`src/rtl/fpga_cfg_pkg.sv`:
```
// rtl/fpga_cfg_pkg.sv - shared fixed-point configuration and Sobol generator types
//
// Purpose: project-wide fixed-point format constants, plus the types used by
//          the Sobol point generator (direction-number word, FSM state).
// Ports:   none (package).
package fpga_cfg_pkg;

  localparam int FP_WIDTH        = 32;
  localparam int FP_QFRAC        = 16;
  localparam int SOBOL_DIR_DEPTH = FP_QFRAC;

  typedef logic [FP_QFRAC-1:0] sobol_dir_t;

  typedef enum logic [1:0] {
    IDLE = 2'd0,
    RUN  = 2'd1,
    FIN  = 2'd2
  } sobol_state_e;

endpackage

```
`src/rtl/sobol_point_gen_if.sv`:
```
// rtl/sobol_point_gen_if.sv - point stream handshake between Sobol generator and folding stage
//
// Purpose: carries one Sobol point per valid/ready handshake.
// Signals:
//   valid_out  generator -> consumer  u/index are valid
//   ready_in   consumer  -> generator consumer can take the point
//   u          generator -> consumer  point in Q(WIDTH-QFRAC).QFRAC, strictly in (0,1)
//   index      generator -> consumer  Sobol index n of u (first point is 1)
// Modports: master (generator side), slave (consumer side).
interface sobol_point_gen_if
  import fpga_cfg_pkg::*;
#(
  parameter int WIDTH = FP_WIDTH,
  parameter int CNT_W = 32
);

  logic             valid_out;
  logic             ready_in;
  logic [WIDTH-1:0] u;
  logic [CNT_W-1:0] index;

  modport master (output valid_out, output u, output index, input ready_in);
  modport slave  (input valid_out, input u, input index, output ready_in);

endinterface

```
`src/rtl/sobol_ctz.sv`:
```
// rtl/sobol_ctz.sv - trailing-zero count priority encoder
//
// Purpose: returns the position of the lowest set bit of value (purely combinational).
// Ports:
//   value  in   CNT_W  word to scan
//   count  out  OUT_W  number of trailing zeros (0 when value is 0)
// The result is truncated to OUT_W bits; callers guarantee it fits.
module sobol_ctz #(
  parameter int CNT_W = 32,
  parameter int OUT_W = 4
) (
  input  logic [CNT_W-1:0] value,
  output logic [OUT_W-1:0] count
);

  // Scan from the top so the lowest set bit is the last (winning) assignment.
  always_comb begin
    count = '0;
    for (int i = CNT_W - 1; i >= 0; i--) begin
      if (value[i]) count = OUT_W'(i);
    end
  end

endmodule

```
`src/rtl/sobol_point_gen.sv`:
```
// rtl/sobol_point_gen.sv - single-dimension Gray-code Sobol point generator
//
// Purpose: emits n_points Sobol points u (index 1..n_eff) in Q(WIDTH-QFRAC).QFRAC,
//          one per handshake, using the Antonov-Saleev recurrence
//          x(n+1) = x(n) ^ v[ctz(n+1)]. Index 0 (u = 0) is never emitted.
// Optional feature macro: SOBOL_DIGITAL_SHIFT_EN (digital shift by shift_seed).
// Ports:
//   clk         in   1       clock
//   rst_n       in   1       synchronous active-low reset
//   start       in   1       begin a run (sampled in IDLE only)
//   n_points    in   CNT_W   number of points, clamped to 2^QFRAC-1
//   dir_we      in   1       direction-number write strobe (IDLE only)
//   dir_addr    in   log2(QFRAC) direction-number index k
//   dir_data    in   QFRAC   direction number v[k], Q0.QFRAC
//   shift_seed  in   QFRAC   digital-shift seed (only with SOBOL_DIGITAL_SHIFT_EN)
//   pt          master      point stream: valid_out, ready_in, u, index
//   busy        out  1       high while in RUN
//   done        out  1       one-cycle pulse when a run completes
module sobol_point_gen
  import fpga_cfg_pkg::*;
#(
  parameter int WIDTH = FP_WIDTH,
  parameter int QFRAC = FP_QFRAC,
  parameter int CNT_W = 32
) (
  input  logic                     clk,
  input  logic                     rst_n,
  input  logic                     start,
  input  logic [CNT_W-1:0]         n_points,
  input  logic                     dir_we,
  input  logic [$clog2(QFRAC)-1:0] dir_addr,
  input  logic [QFRAC-1:0]         dir_data,
`ifdef SOBOL_DIGITAL_SHIFT_EN
  input  logic [QFRAC-1:0]         shift_seed,
`endif
  sobol_point_gen_if.master        pt,
  output logic                     busy,
  output logic                     done
);

  localparam int AW = $clog2(QFRAC);
  // Largest index whose Gray step still has a direction number.
  localparam logic [CNT_W-1:0] MAX_N = CNT_W'((64'd1 << QFRAC) - 64'd1);

  sobol_state_e     state_q, state_n;
  logic [QFRAC-1:0] v_q [QFRAC];
  logic [QFRAC-1:0] x_q;
  logic [CNT_W-1:0] n_q;
  logic [CNT_W-1:0] neff_q;
  logic             valid_q;
  logic [WIDTH-1:0] u_q;

  logic [CNT_W-1:0] n_eff;
  logic [AW-1:0]    step_k;
  logic [QFRAC-1:0] x_nxt;
  logic             load, adv, last;
  logic [WIDTH-1:0] u_load, u_adv;

  // ---------------------------------------------------------------------
  // Output shaping: optional digital shift with the zero point remapped
  // to 1 LSB so the downstream stage never sees u = 0.
  // ---------------------------------------------------------------------
`ifdef SOBOL_DIGITAL_SHIFT_EN
  logic [QFRAC-1:0] seed_q;

  function automatic logic [WIDTH-1:0] shape_u(input logic [QFRAC-1:0] x,
                                               input logic [QFRAC-1:0] s);
    logic [QFRAC-1:0] y;
    y = x ^ s;
    if (y == '0) y = QFRAC'(1);
    return WIDTH'(y);
  endfunction

  always_comb begin
    u_load = shape_u(v_q[0], shift_seed);
    u_adv  = shape_u(x_nxt, seed_q);
  end

  always_ff @(posedge clk) begin
    if (!rst_n) seed_q <= '0;
    else if (state_q == IDLE && start) seed_q <= shift_seed;
  end
`else
  function automatic logic [WIDTH-1:0] shape_u(input logic [QFRAC-1:0] x);
    return WIDTH'(x);
  endfunction

  always_comb begin
    u_load = shape_u(v_q[0]);
    u_adv  = shape_u(x_nxt);
  end
`endif

  // ---------------------------------------------------------------------
  // Gray-code step
  // ---------------------------------------------------------------------
  assign n_eff = (n_points > MAX_N) ? MAX_N : n_points;

  sobol_ctz #(
    .CNT_W (CNT_W),
    .OUT_W (AW)
  ) u_ctz (
    .value (n_q + CNT_W'(1)),
    .count (step_k)
  );

  assign x_nxt = x_q ^ v_q[step_k];

  // ---------------------------------------------------------------------
  // FSM
  // ---------------------------------------------------------------------
  always_ff @(posedge clk) begin
    if (!rst_n) state_q <= IDLE;
    else        state_q <= state_n;
  end

  always_comb begin
    state_n = state_q;
    load    = 1'b0;
    adv     = 1'b0;
    last    = 1'b0;
    busy    = 1'b0;
    done    = 1'b0;
    unique case (state_q)
      IDLE: begin
        if (start) begin
          if (n_eff != '0) begin
            load    = 1'b1;
            state_n = RUN;
          end else begin
            state_n = FIN;
          end
        end
      end
      RUN: begin
        busy = 1'b1;
        if (valid_q && pt.ready_in) begin
          if (n_q == neff_q) begin
            last    = 1'b1;
            state_n = FIN;
          end else begin
            adv = 1'b1;
          end
        end
      end
      FIN: begin
        done    = 1'b1;
        state_n = IDLE;
      end
      default: state_n = IDLE;
    endcase
  end

  // ---------------------------------------------------------------------
  // Point datapath; u/index only change on load or accepted handshake,
  // so they hold while the consumer stalls.
  // ---------------------------------------------------------------------
  always_ff @(posedge clk) begin
    if (!rst_n) begin
      valid_q <= 1'b0;
      n_q     <= '0;
      neff_q  <= '0;
      x_q     <= '0;
      u_q     <= '0;
    end else if (load) begin
      valid_q <= 1'b1;
      n_q     <= CNT_W'(1);
      neff_q  <= n_eff;
      x_q     <= v_q[0];
      u_q     <= u_load;
    end else if (adv) begin
      n_q <= n_q + CNT_W'(1);
      x_q <= x_nxt;
      u_q <= u_adv;
    end else if (last) begin
      valid_q <= 1'b0;
    end
  end

  // Direction table: writes only in IDLE; a write coincident with start
  // lands after the run has already captured the old v[0].
  always_ff @(posedge clk) begin
    if (!rst_n) begin
      for (int k = 0; k < QFRAC; k++) v_q[k] <= QFRAC'(1) << (QFRAC - 1 - k);
    end else if (state_q == IDLE && dir_we && (32'(dir_addr) < QFRAC)) begin
      v_q[dir_addr] <= dir_data;
    end
  end

  assign pt.valid_out = valid_q;
  assign pt.u         = u_q;
  assign pt.index     = n_q;

endmodule

```
`src/flat_wrapper.sv`:
```
// flat-port wrapper written by rule: the top's interface ports become plain ports
module sobol_point_gen_flat import fpga_cfg_pkg::*;
#(
  parameter int WIDTH = FP_WIDTH,
  parameter int QFRAC = FP_QFRAC,
  parameter int CNT_W = 32
)
  (clk, rst_n, start, n_points, dir_we, dir_addr, dir_data, busy, done, pt_valid_out, pt_u, pt_index, pt_ready_in);
  sobol_point_gen_if #(.WIDTH(WIDTH), .CNT_W(CNT_W)) pt_i ();
  input  logic clk;
  input  logic rst_n;
  input  logic start;
  input  logic [CNT_W-1:0] n_points;
  input  logic dir_we;
  input  logic [$clog2(QFRAC)-1:0] dir_addr;
  input  logic [QFRAC-1:0] dir_data;
  output logic busy;
  output logic done;
  output wire logic [$bits(pt_i.valid_out)-1:0] pt_valid_out;
  output wire logic [$bits(pt_i.u)-1:0] pt_u;
  output wire logic [$bits(pt_i.index)-1:0] pt_index;
  input wire logic [$bits(pt_i.ready_in)-1:0] pt_ready_in;
  assign pt_valid_out = pt_i.valid_out;
  assign pt_u = pt_i.u;
  assign pt_index = pt_i.index;
  assign pt_i.ready_in = pt_ready_in;
  sobol_point_gen #(.WIDTH(WIDTH), .QFRAC(QFRAC), .CNT_W(CNT_W)) u_core (.clk(clk), .rst_n(rst_n), .start(start), .n_points(n_points), .dir_we(dir_we), .dir_addr(dir_addr), .dir_data(dir_data), .pt(pt_i), .busy(busy), .done(done));
endmodule
```
`config.mk`:
```
export PLATFORM = sky130hd
export DESIGN_NAME = sobol_point_gen_flat
export DESIGN_NICKNAME = d
export VERILOG_FILES = /design/src/rtl/fpga_cfg_pkg.sv /design/src/rtl/sobol_point_gen_if.sv /design/src/rtl/sobol_ctz.sv /design/src/rtl/sobol_point_gen.sv /design/src/flat_wrapper.sv
export SDC_FILE = /design/constraint.sdc
export NUM_CORES = 1
export LEC_CHECK = 0
export CAP_MARGIN = 20
export CORE_MARGIN = 3
export CORE_UTILIZATION = 64
export DETAILED_ROUTE_END_ITERATION = 8
export GPL_TIMING_DRIVEN = 0
export PLACE_DENSITY = 0.92
export SLEW_MARGIN = 30
export SYNTH_ARGS = -nofsm -noshare
export SYNTH_HDL_FRONTEND = slang
export SYNTH_SLANG_ARGS = --single-unit
```
`constraint.sdc`:
```
create_clock -name clk -period 6.8 [get_ports clk]
set_input_delay 1.02 -clock clk [delete_from_list [all_inputs] [get_ports clk]]
set_output_delay 1.02 -clock clk [all_outputs]
set_load 0.02 [all_outputs]
```
* Word-level counts from Yosys, hierarchy flattened
Memories as Yosys holds them, arrays and structs flattened.
Cells that the tools add are included.
** Storage, ports and cells
- Bits in writable memories :: 256
- Bits in latches :: 0
- Memories :: 1
- ROM bits :: 0
- Output and inout bits :: 67
- Register bits after elaboration :: 99
** Memories
- u_core.v_q :: words 16, bits a word 16, read ports 2, clocked after Yosys merged registers in 0, wr ports 16, line sobol_point_gen.sv:46 : logic [QFRAC-1:0] v_q [QFRAC];
** Operators by class
- Bitwise logic cells :: 2
- Mux-type cells :: 65
- Multiply operators :: 0
- Equal/unequal tests :: 7
- $add $sub $neg :: 1
- Reductions and logical operators :: 10
- Divide/modulo/power cells :: 0
- Order comparisons :: 1
- Shift operators :: 0
** Operators with widths (number)
- two-way mux 4 bit :: 33
- two-way mux 16 bit :: 5
- adder 32 x 1 -> 32 bit, second input constant :: 1
- equality test 32 bit :: 1
- > comparator 32 x 16 -> 1 bit, second input constant :: 1
- two-way mux 32 bit :: 1
- nonzero test 32 bit :: 1
- two-way mux 1 bit :: 21
- OR reduction 16 bit :: 1
- XOR 16 bit :: 1
- two-way mux 2 bit :: 4
- inequality test 2 x 1 -> 1 bit, second input constant :: 3
- one-hot mux 2 bit (2 select lines) :: 1
- nonzero test 2 bit :: 2
- AND reduction 3 bit :: 1
- equality test 2 x 1 -> 1 bit, second input constant :: 1
- equality test 2 bit, second input constant :: 1
- logical AND 1 bit :: 2
- logical NOT 2 bit :: 1
- inequality test 2 bit, second input constant :: 1
- AND reduction 2 bit :: 1
- OR reduction 2 bit :: 1
- inverter 1 bit :: 1

* Longest topological paths before layout
Gate-level depths: netlist of the first run.
An unclocked memory read counts as a cell.
- Depth in word-level cells :: 37
- Mapped depth :: 18
- Gate-level depth less buffers :: 13

* By module
From an unflattened synthesis of the first run, not the netlist that was laid out.
** Unflattened totals
- Cells, all modules :: 1368
- Area total of the unflattened synthesis :: 16758.6 um^2
** By module, submodules not included
- sobol_point_gen :: cells an instance 1308, seq. area each 9349.0 um^2, times used 1, area each 16407.0 um^2
- sobol_ctz :: cells an instance 60, seq. area each 0.0 um^2, times used 1, area each 351.6 um^2

* Least setup slack after synthesis of the first run
No wires, ideal clock.
- Kind :: reg-to-reg
- From :: reg u_core.n_q[1] (netlist: u_core.pt.index[1])
- To :: reg u_core.u_q[12] (netlist: u_core.pt.u[12])
- Clock period less this slack :: 4.297 ns
- Data required time :: 6.675 ns
- Arrival :: 4.172 ns
- Stages on the path, launching flop included :: 17
- Setup slack :: 2.503 ns
- Library setup time :: 0.125 ns
- Cells stage by stage :: dfxtp_1 ha_1 nand3_1 or4_1 buf_4 nor4_4 mux2i_1 a211oi_1 o311a_1 or2_1 buf_4 o21ai_1 buf_2 o32a_1 and3_1 o31ai_1 o41a_1
** On the way
- Word-level cells in the longest chain between the ends :: 37
- Elaborated cells between the ends (all ways) :: 42
** Ends and longest elaborated chain
- start: declaration :: line sobol_point_gen.sv:48 : logic [CNT_W-1:0] n_q;
- start signal: assignment :: line sobol_point_gen.sv:172 : n_q <= n_q + CNT_W'(1);
- adder 32 x 1 -> 32 bit :: line sobol_point_gen.sv:103 : .value (n_q + CNT_W'(1)),
- two-way mux 4 bit (32 in a row) :: line sobol_ctz.sv:20 : if (value[i]) count = OUT_W'(i);
- memory (16 x 16 bit)
- XOR 16 bit :: line sobol_point_gen.sv:107 : assign x_nxt = x_q ^ v_q[step_k];
- two-way mux 16 bit :: line sobol_point_gen.sv:171 : end else if (adv) begin
- two-way mux 16 bit :: line sobol_point_gen.sv:165 : end else if (load) begin
- end signal: assignment :: line sobol_point_gen.sv:170 : u_q <= u_load;
- end signal: assignment :: line sobol_point_gen.sv:174 : u_q <= u_adv;
- end: declaration :: line sobol_point_gen.sv:51 : logic [WIDTH-1:0] u_q;
Parallel ways exist; a longest one is shown, timed or not. The select of a mux whose other input is x is not followed.
A chain may end at the register's enable or synchronous reset.

* Final worst setup path of the first run
- From :: reg u_core.n_q[1] (netlist: u_core.pt.index[1])
- To :: reg u_core.u_q[6] (netlist: u_core.pt.u[6])
Same word-level chain as after synthesis.

==> flow_metrics.py, run 1 <==
metrics = {
    "outcome": {
        "status": "finished, final reports clean",
    },
    "timing": {
        "final_hold_viol_count": 0,
        "setup_violations": 0,
        "tightest_slew_ns": 0.9604,
        "rsz0062_at_grt": "false",
        "maxSlewViolCount": 0,
        "max_freq_mhz": 165.9,
        "fin_worst_skew_ns": 0.01097,
        "relSlewSlack_pct": 35.97,
        "min_period_ns": 6.027,
        "min_period_over_period_pct": 88.64,
        "fin_tns_setup_ns": 0,
    },
    "worst_setup_path": {
        "crit_path_end_kind": "flop",
        "r2r-end": "u_core.pt.u[6]$_SDFFE_PN0P_",
        "required_ns": 7.21,
        "path_max_fanout": 10,
        "crit_type": "flop to flop",
        "ff2ff_path_depth": 15,
        "start_kind": "flop",
        "reg2reg_from": "u_core.pt.index[1]$_SDFFE_PP0P_",
        "critPathArrivalTime_ns": 6.44,
        "regToRegSetupSlack_ns": 0.77,
    },
    "logic_synthesis": {
        "ys_warn_count": 0,
        "synthesis.area_um2": 19000,
        "avgSynthCellArea_um2": 9.743,
        "yosysSeqAreaShare_pct": 49.21,
        "dominantRegCellSynth": "edfxtp_1",
        "ys_ff_latch": 339,
        "synth_edf_count": 256,
        "ys_async_sr_fraction_pct": 0,
        "synth_cell_types": 79,
        "syn_inst": 1950,
    },
    "route": {
        "vias_per_cell": 6.644,
        "post_drt_wl_per_cell_um": 25.35,
        "antenna_left": 0,
        "drtIter0Drc": 2288,
        "drtPass1Iterations": 6,
        "wirelength_um": 64210,
        "drc": 0,
        "vias": 16830,
    },
    "floorplanning": {
        "core_um2": 29010,
        "die_height_um": 178.3,
        "die-width_um": 178.3,
        "rows": 62,
        "dieArea_um2": 31790,
        "io_pins": 124,
        "start_util_pct": 65.49,
    },
    "final_layout": {
        "n_antenna_cell": 0,
        "layout_common_cells": "and2_1 (258), edfxtp_1 (256), nor2_1 (208), clkbuf_1 (132), nand2_1 (124)",
        "drive_above_1_share_pct": 7.631,
        "layout.cell_area.non_filler_um2": 22010,
        "nets": 2181,
        "syn_to_final_growth_pct": 15.85,
        "final_common_cell": "and2_1",
    },
    "cts": {
        "ctsResizeCount": 0,
        "root_buffer": "clkbuf_16",
        "cts_buffers": 37,
        "cts_setup_buffers": 0,
        "cts_tree": "done",
        "cts.clk_slew.worst_paths_ns": 0.06,
        "cts_hold_buf": 0,
        "cts_max_level": 2,
        "cts.sinks": 339,
        "clk-insertion-delay-late_ns": 0.53,
        "clk_path_buf_depth": 3,
    },
    "place": {
        "placed_area_um2": 20800,
        "port_buffers": 106,
        "gp_congestion": 0.9845,
        "dpl.hpwl_um": 46800,
    },
    "power_and_ir_drop": {
        "ir_drop_v": 0.0002443,
        "p_leak_nw": 7.820,
        "p_per_area_nw_per_um2": 219.1,
    },
    "min_path": {
        "hold_path.class": "flop to flop",
        "hold_depth": 1,
        "worstHoldStart": "u_core.neff_q[24]$_SDFFE_PN0P_",
        "hold_end": "u_core.neff_q[24]$_SDFFE_PN0P_",
    },
    "global_routing": {
        "gr-usage-all-layers_pct": 39.99,
        "grt_pass1_wl_um": 95280,
        "grt-ovfl-total": 0,
        "antenna_found_initial": 0,
        "grt_pass1_vias": 16510,
        "grt_max_degree": 17,
    },
    "job": {
        "drv_cap": 0,
    },
}
[through the flow]
stage               utilization (%)  power, mW  hold WS (ns)  worst slack (ns)  instances
floorplan                         -      2.628        0.4381             2.503       1965
global placement              70.99      2.799        0.4551            0.6853       2455
detailed placement            71.68      2.828        0.4672             1.008       2468
CTS                           75.80      4.796        0.4842            0.9735       2533
global route                  75.87      4.922        0.4978            0.6446       2533
finish                        75.87      4.822        0.4846            0.7727       2533
[cell usage after synthesis (all sizes together), types with 41 or more instances]
master	number	area (µm²)
and2	259	1623
edfxtp	256	7687
nor2	209	787.0
nand2	125	471.7
clkbuf	123	461.7
dfxtp	83	1662
o21ai	82	410.4
xnor2	64	560.5
nor3	56	291.5
buf	55	360.3
or3	52	325.3
a21oi	43	215.2
o211ai	41	307.8
[power breakdown]
part	switching [mW]	internal, mW
sequential	0.0441	2.30
combinational	0.302	0.165
clock	0.824	1.19
[cell families after synthesis]
| group | share of synthesized area [%] |
|---|---|
| flip-flops | 49.21 |
| AO/OA/AOI/OAI | 15.56 |
| multiplexers | 2.094 |
| adder cells (fa/ha/maj) | 0.06584 |
| other | 0.01974 |
| XOR/XNOR | 3.319 |
| buffers and inverters | 4.860 |
| AND/OR/NAND/NOR | 24.87 |
[worst max-delay path by stage]
stage | depth (start not counted) | start | slack, ns | endpoint
finish | 15 | u_core.pt.index[1]$_SDFFE_PP0P_ | 0.77 | u_core.pt.u[6]$_SDFFE_PN0P_
global route | 15 | u_core.pt.index[1]$_SDFFE_PP0P_ | 0.64 | u_core.pt.u[9]$_SDFFE_PN0P_
CTS | 15 | u_core.pt.index[1]$_SDFFE_PP0P_ | 0.97 | u_core.pt.u[6]$_SDFFE_PN0P_
detailed placement | 15 | u_core.pt.index[1]$_SDFFE_PP0P_ | 1.01 | u_core.pt.u[14]$_SDFFE_PN0P_
global placement | 16 | u_core.pt.index[1]$_SDFFE_PP0P_ | 0.69 | u_core.pt.u[3]$_SDFFE_PN0P_
floorplan | 16 | u_core.pt.index[1]$_SDFFE_PP0P_ | 2.50 | u_core.pt.u[12]$_SDFFE_PN0P_
[final cells by class]
cell class / count / area [µm²]
Multi-Input combinational cell: 1421 / 8860
Clock inverter: 14 / 142.6
Clock buffer: 51 / 1051
Sequential cell: 339 / 9349
Tap cell: 384 / 480.5
Buffer: 178 / 822.0
Inverter: 27 / 101.3
Fill cell: 1916 / 7002
Timing Repair Buffer: 119 / 1205
[sequential cells by signal, indices dropped and copies added (netlist names)]
| signal | count |
|---|---|
| u_core.pt.u | 16 |
| u_core.state_q | 2 |
| u_core.pt.valid_out | 1 |
| u_core.v_q | 256 |
| u_core.pt.index | 32 |
| u_core.neff_q | 32 |
[critical path, cell delays in order (launching register included)]
cell and delay, ns:
dfxtp_1 0.64, ha_1 0.35, nand3_1 0.36, or4_1 0.51, buf_4 0.21, nor4_4 0.34, mux2i_1 0.23, a211oi_1 0.10
o311a_1 0.46, nor2_2 0.60, clkbuf_1 0.68, clkbuf_1 0.49, o211ai_1 0.16, o41ai_1 0.14, a31oi_1 0.20, o41a_1 0.43
[routing by layer]
metal / share of wire (%) / GRT usage, %
met1: 35 / 47.03
met2: 48 / 66.87
met3: 9.3 / 6.471
met4: 8.1 / 28.08
met5: 0 / 0
Note: power is estimated with default switching activity, not from simulation.
==> run 2: changes to the inputs <==
--- a/config.mk
+++ b/config.mk
@@ -5,12 +5,12 @@
 export SDC_FILE = /design/constraint.sdc
 export NUM_CORES = 1
 export LEC_CHECK = 0
-export CAP_MARGIN = 20
+export CAP_MARGIN = 40
 export CORE_MARGIN = 3
 export CORE_UTILIZATION = 64
 export DETAILED_ROUTE_END_ITERATION = 8
 export GPL_TIMING_DRIVEN = 0
-export PLACE_DENSITY = 0.92
+export PLACE_DENSITY_LB_ADDON = 0.1
 export SLEW_MARGIN = 30
 export SYNTH_ARGS = -nofsm -noshare
 export SYNTH_HDL_FRONTEND = slang
==> flow_metrics.py, run 2 (synthesized netlist as in run 1, its figures left out) <==
metrics = {
    "route": {
        "dr.max_layer_used": "met4",
        "wirelength_um": 60560,
        "post_drt_wl_per_cell_um": 23.84,
        "antenna_left": 0,
        "wl_met1_um": 21440,
        "vias_per_cell": 6.510,
        "wl_met2_um": 29840,
        "drtPass1Iterations": 6,
        "vias": 16540,
        "dr_wl_met3_um": 5313,
        "drtIter0Drc": 2120,
        "drc": 0,
    },
    "floorplanning": {
        "die_height_um": 178.3,
        "core_um2": 29010,
        "dieArea_um2": 31790,
        "io_pins": 124,
        "die-width_um": 178.3,
        "rows": 62,
        "start_util_pct": 65.49,
    },
    "place": {
        "port_buffers": 106,
        "gp_congestion": 0.9617,
        "dpl_worst_slack_ns": 0.9675,
        "dpl.hpwl_um": 45340,
    },
    "global_routing": {
        "antenna_found_initial": 0,
        "grt_pass1_vias": 16130,
        "grt_max_degree": 17,
        "grt_pass1_wl_um": 90530,
        "grt-ovfl-total": 0,
        "gr-usage-all-layers_pct": 37.71,
    },
    "worst_setup_path": {
        "start_kind": "flop",
        "regToRegSetupSlack_ns": 0.72,
        "crit_top_cell": "clkbuf_1",
        "cpPeakStageDelay_ns": 0.72,
        "critPathArrivalTime_ns": 6.49,
        "cpMaxStageDelayCell": "clkbuf_1",
        "required_ns": 7.21,
        "path_max_fanout": 10,
        "ff2ff_path_depth": 15,
        "path_cells": "ha_1 > nand3_1 > or4_1 > buf_4 > nor4_4 > mux2i_1 > a211oi_1 > o311a_1 > nor2_2 > clkbuf_1 > clkbuf_1 > o211ai_1 > o41ai_1 > a31oi_1 > o41a_1",
        "r2r-end": "u_core.pt.u[12]$_SDFFE_PN0P_",
        "crit_path_end_kind": "flop",
        "crit_type": "flop to flop",
        "reg2reg_from": "u_core.pt.index[1]$_SDFFE_PP0P_",
    },
    "timing": {
        "fin_tns_setup_ns": 0,
        "relSlewSlack_pct": 35.42,
        "maxSlewViolCount": 0,
        "min_period_over_period_pct": 89.42,
        "max_freq_mhz": 164.5,
        "min_period_ns": 6.081,
        "fin_worst_skew_ns": 0.01929,
        "fin_ws_ns": 0.7191,
        "tightest_slew_ns": 0.9666,
        "rsz0062_at_grt": "false",
        "final_hold_viol_count": 0,
        "setup_violations": 0,
        "hold_slack_ns": 0.4788,
    },
    "power_and_ir_drop": {
        "p_per_area_nw_per_um2": 214.1,
        "p_leak_nw": 7.809,
        "ir_drop_v": 0.0001902,
    },
    "min_path": {
        "hold_end": "u_core.neff_q[28]$_SDFFE_PN0P_",
        "hold_path.class": "flop to flop",
        "hold_depth": 1,
        "worstHoldStart": "u_core.neff_q[28]$_SDFFE_PN0P_",
    },
    "job": {
        "drv_cap": 0,
    },
    "final_layout": {
        "largest_register": "u_core.v_q",
        "largest_reg_flops": 256,
        "final_common_cell": "and2_1",
        "drive_above_1_share_pct": 7.749,
        "fillers": 2012,
        "layout_common_cells": "and2_1 (258), edfxtp_1 (256), nor2_1 (208), clkbuf_1 (134), nand2_1 (124)",
        "syn_to_final_growth_pct": 15.61,
        "nets": 2185,
    },
    "cts": {
        "cts_hold_buf": 0,
        "cts_setup_buffers": 0,
        "clk-insertion-delay-late_ns": 0.54,
        "clk_path_buf_depth": 3,
        "cts.sinks": 339,
        "root_buffer": "clkbuf_16",
        "cts_max_level": 2,
        "ctsResizeCount": 0,
        "cts_buffers": 36,
        "cts_tree": "done",
        "cts.clk_slew.worst_paths_ns": 0.06,
    },
    "outcome": {
        "status": "finished, final reports clean",
    },
}
-- run 2: cell types whose count changed in the layout (fill, tap and decap cells not counted), moves of 2 or more --
cell	previous run	this run
nor3_2	5	2
clkbuf_16	39	36
nor3_1	50	53
bufinv_16	3	1
clkinv_2	2	4
clkbuf_1	132	134
buf_6	15	19
-- run 2: final cells by class --
| class | count | area (µm²) | share of cell area (%) |
|---|---|---|---|
| plain buffers | 178 | 822.0 | 3.743 |
| multi-input cells | 1421 | 8847 | 40.28 |
| repair buffers | 124 | 1245 | 5.668 |
| diodes | 1 | 2.502 | 0.01139 |
| clock inverters | 16 | 133.9 | 0.6095 |
| clock buffers | 50 | 983.4 | 4.477 |
| inverters | 27 | 101.3 | 0.4614 |
| well taps | 384 | 480.5 | 2.187 |
| flip-flops and latches | 339 | 9349 | 42.56 |
-- run 2: worst max path at each step --
stage | start | to | slack (ns) | cells after the start
2_1_floorplan | u_core.pt.index[1]$_SDFFE_PP0P_ | u_core.pt.u[12]$_SDFFE_PN0P_ | 2.50 | 16
3_3_place_gp | u_core.pt.index[1]$_SDFFE_PP0P_ | u_core.pt.u[1]$_SDFFE_PN0P_ | 0.87 | 16
3_5_place_dp | u_core.pt.index[1]$_SDFFE_PP0P_ | u_core.pt.u[7]$_SDFFE_PN0P_ | 0.97 | 15
4_1_cts | u_core.pt.index[1]$_SDFFE_PP0P_ | u_core.pt.u[12]$_SDFFE_PN0P_ | 0.92 | 15
5_1_grt | u_core.pt.index[1]$_SDFFE_PP0P_ | u_core.pt.u[12]$_SDFFE_PN0P_ | 0.59 | 15
6_report | u_core.pt.index[1]$_SDFFE_PP0P_ | u_core.pt.u[12]$_SDFFE_PN0P_ | 0.72 | 15
-- run 2: power breakdown --
group          total, mW  switching [mW]  internal, mW
registers           2.34          0.0442          2.29
clock network       1.90           0.841          1.06
logic              0.461           0.295         0.166
total               4.70            1.18          3.52
-- run 2: per-layer routing --
metal / global-route usage (%) / up-vias
met1: 45.17 / 7884
met4: 22.76 / 0
li1: - / 7417
met2: 64.77 / 1023
met3: 5.002 / 212
met5: 0 / -
-- run 2: per-stage QoR --
step / std cells / power (mW) / util (%) / instance area, µm²
2_1_floorplan: 1965 / 2.628 / - / 19060
4_1_cts: 2536 / 4.681 / 75.60 / 21930
6_report: 2540 / 4.703 / 75.71 / 21960
3_5_place_dp: 2470 / 2.827 / 71.74 / 20820
5_1_grt: 2539 / 4.813 / 75.70 / 21960
3_3_place_gp: 2455 / 2.800 / 70.99 / 20600
-- run 2: critical path: cells and delay by family, from the launching register on --
family / cells / cell delay (ns)
and+or+nand+nor: 4 / 1.88
AOI/OAI and AO/OA: 6 / 1.53
buffers and inverters: 3 / 1.41
DFF: 1 / 0.58
adders and majority gates: 1 / 0.31
muxes: 1 / 0.25
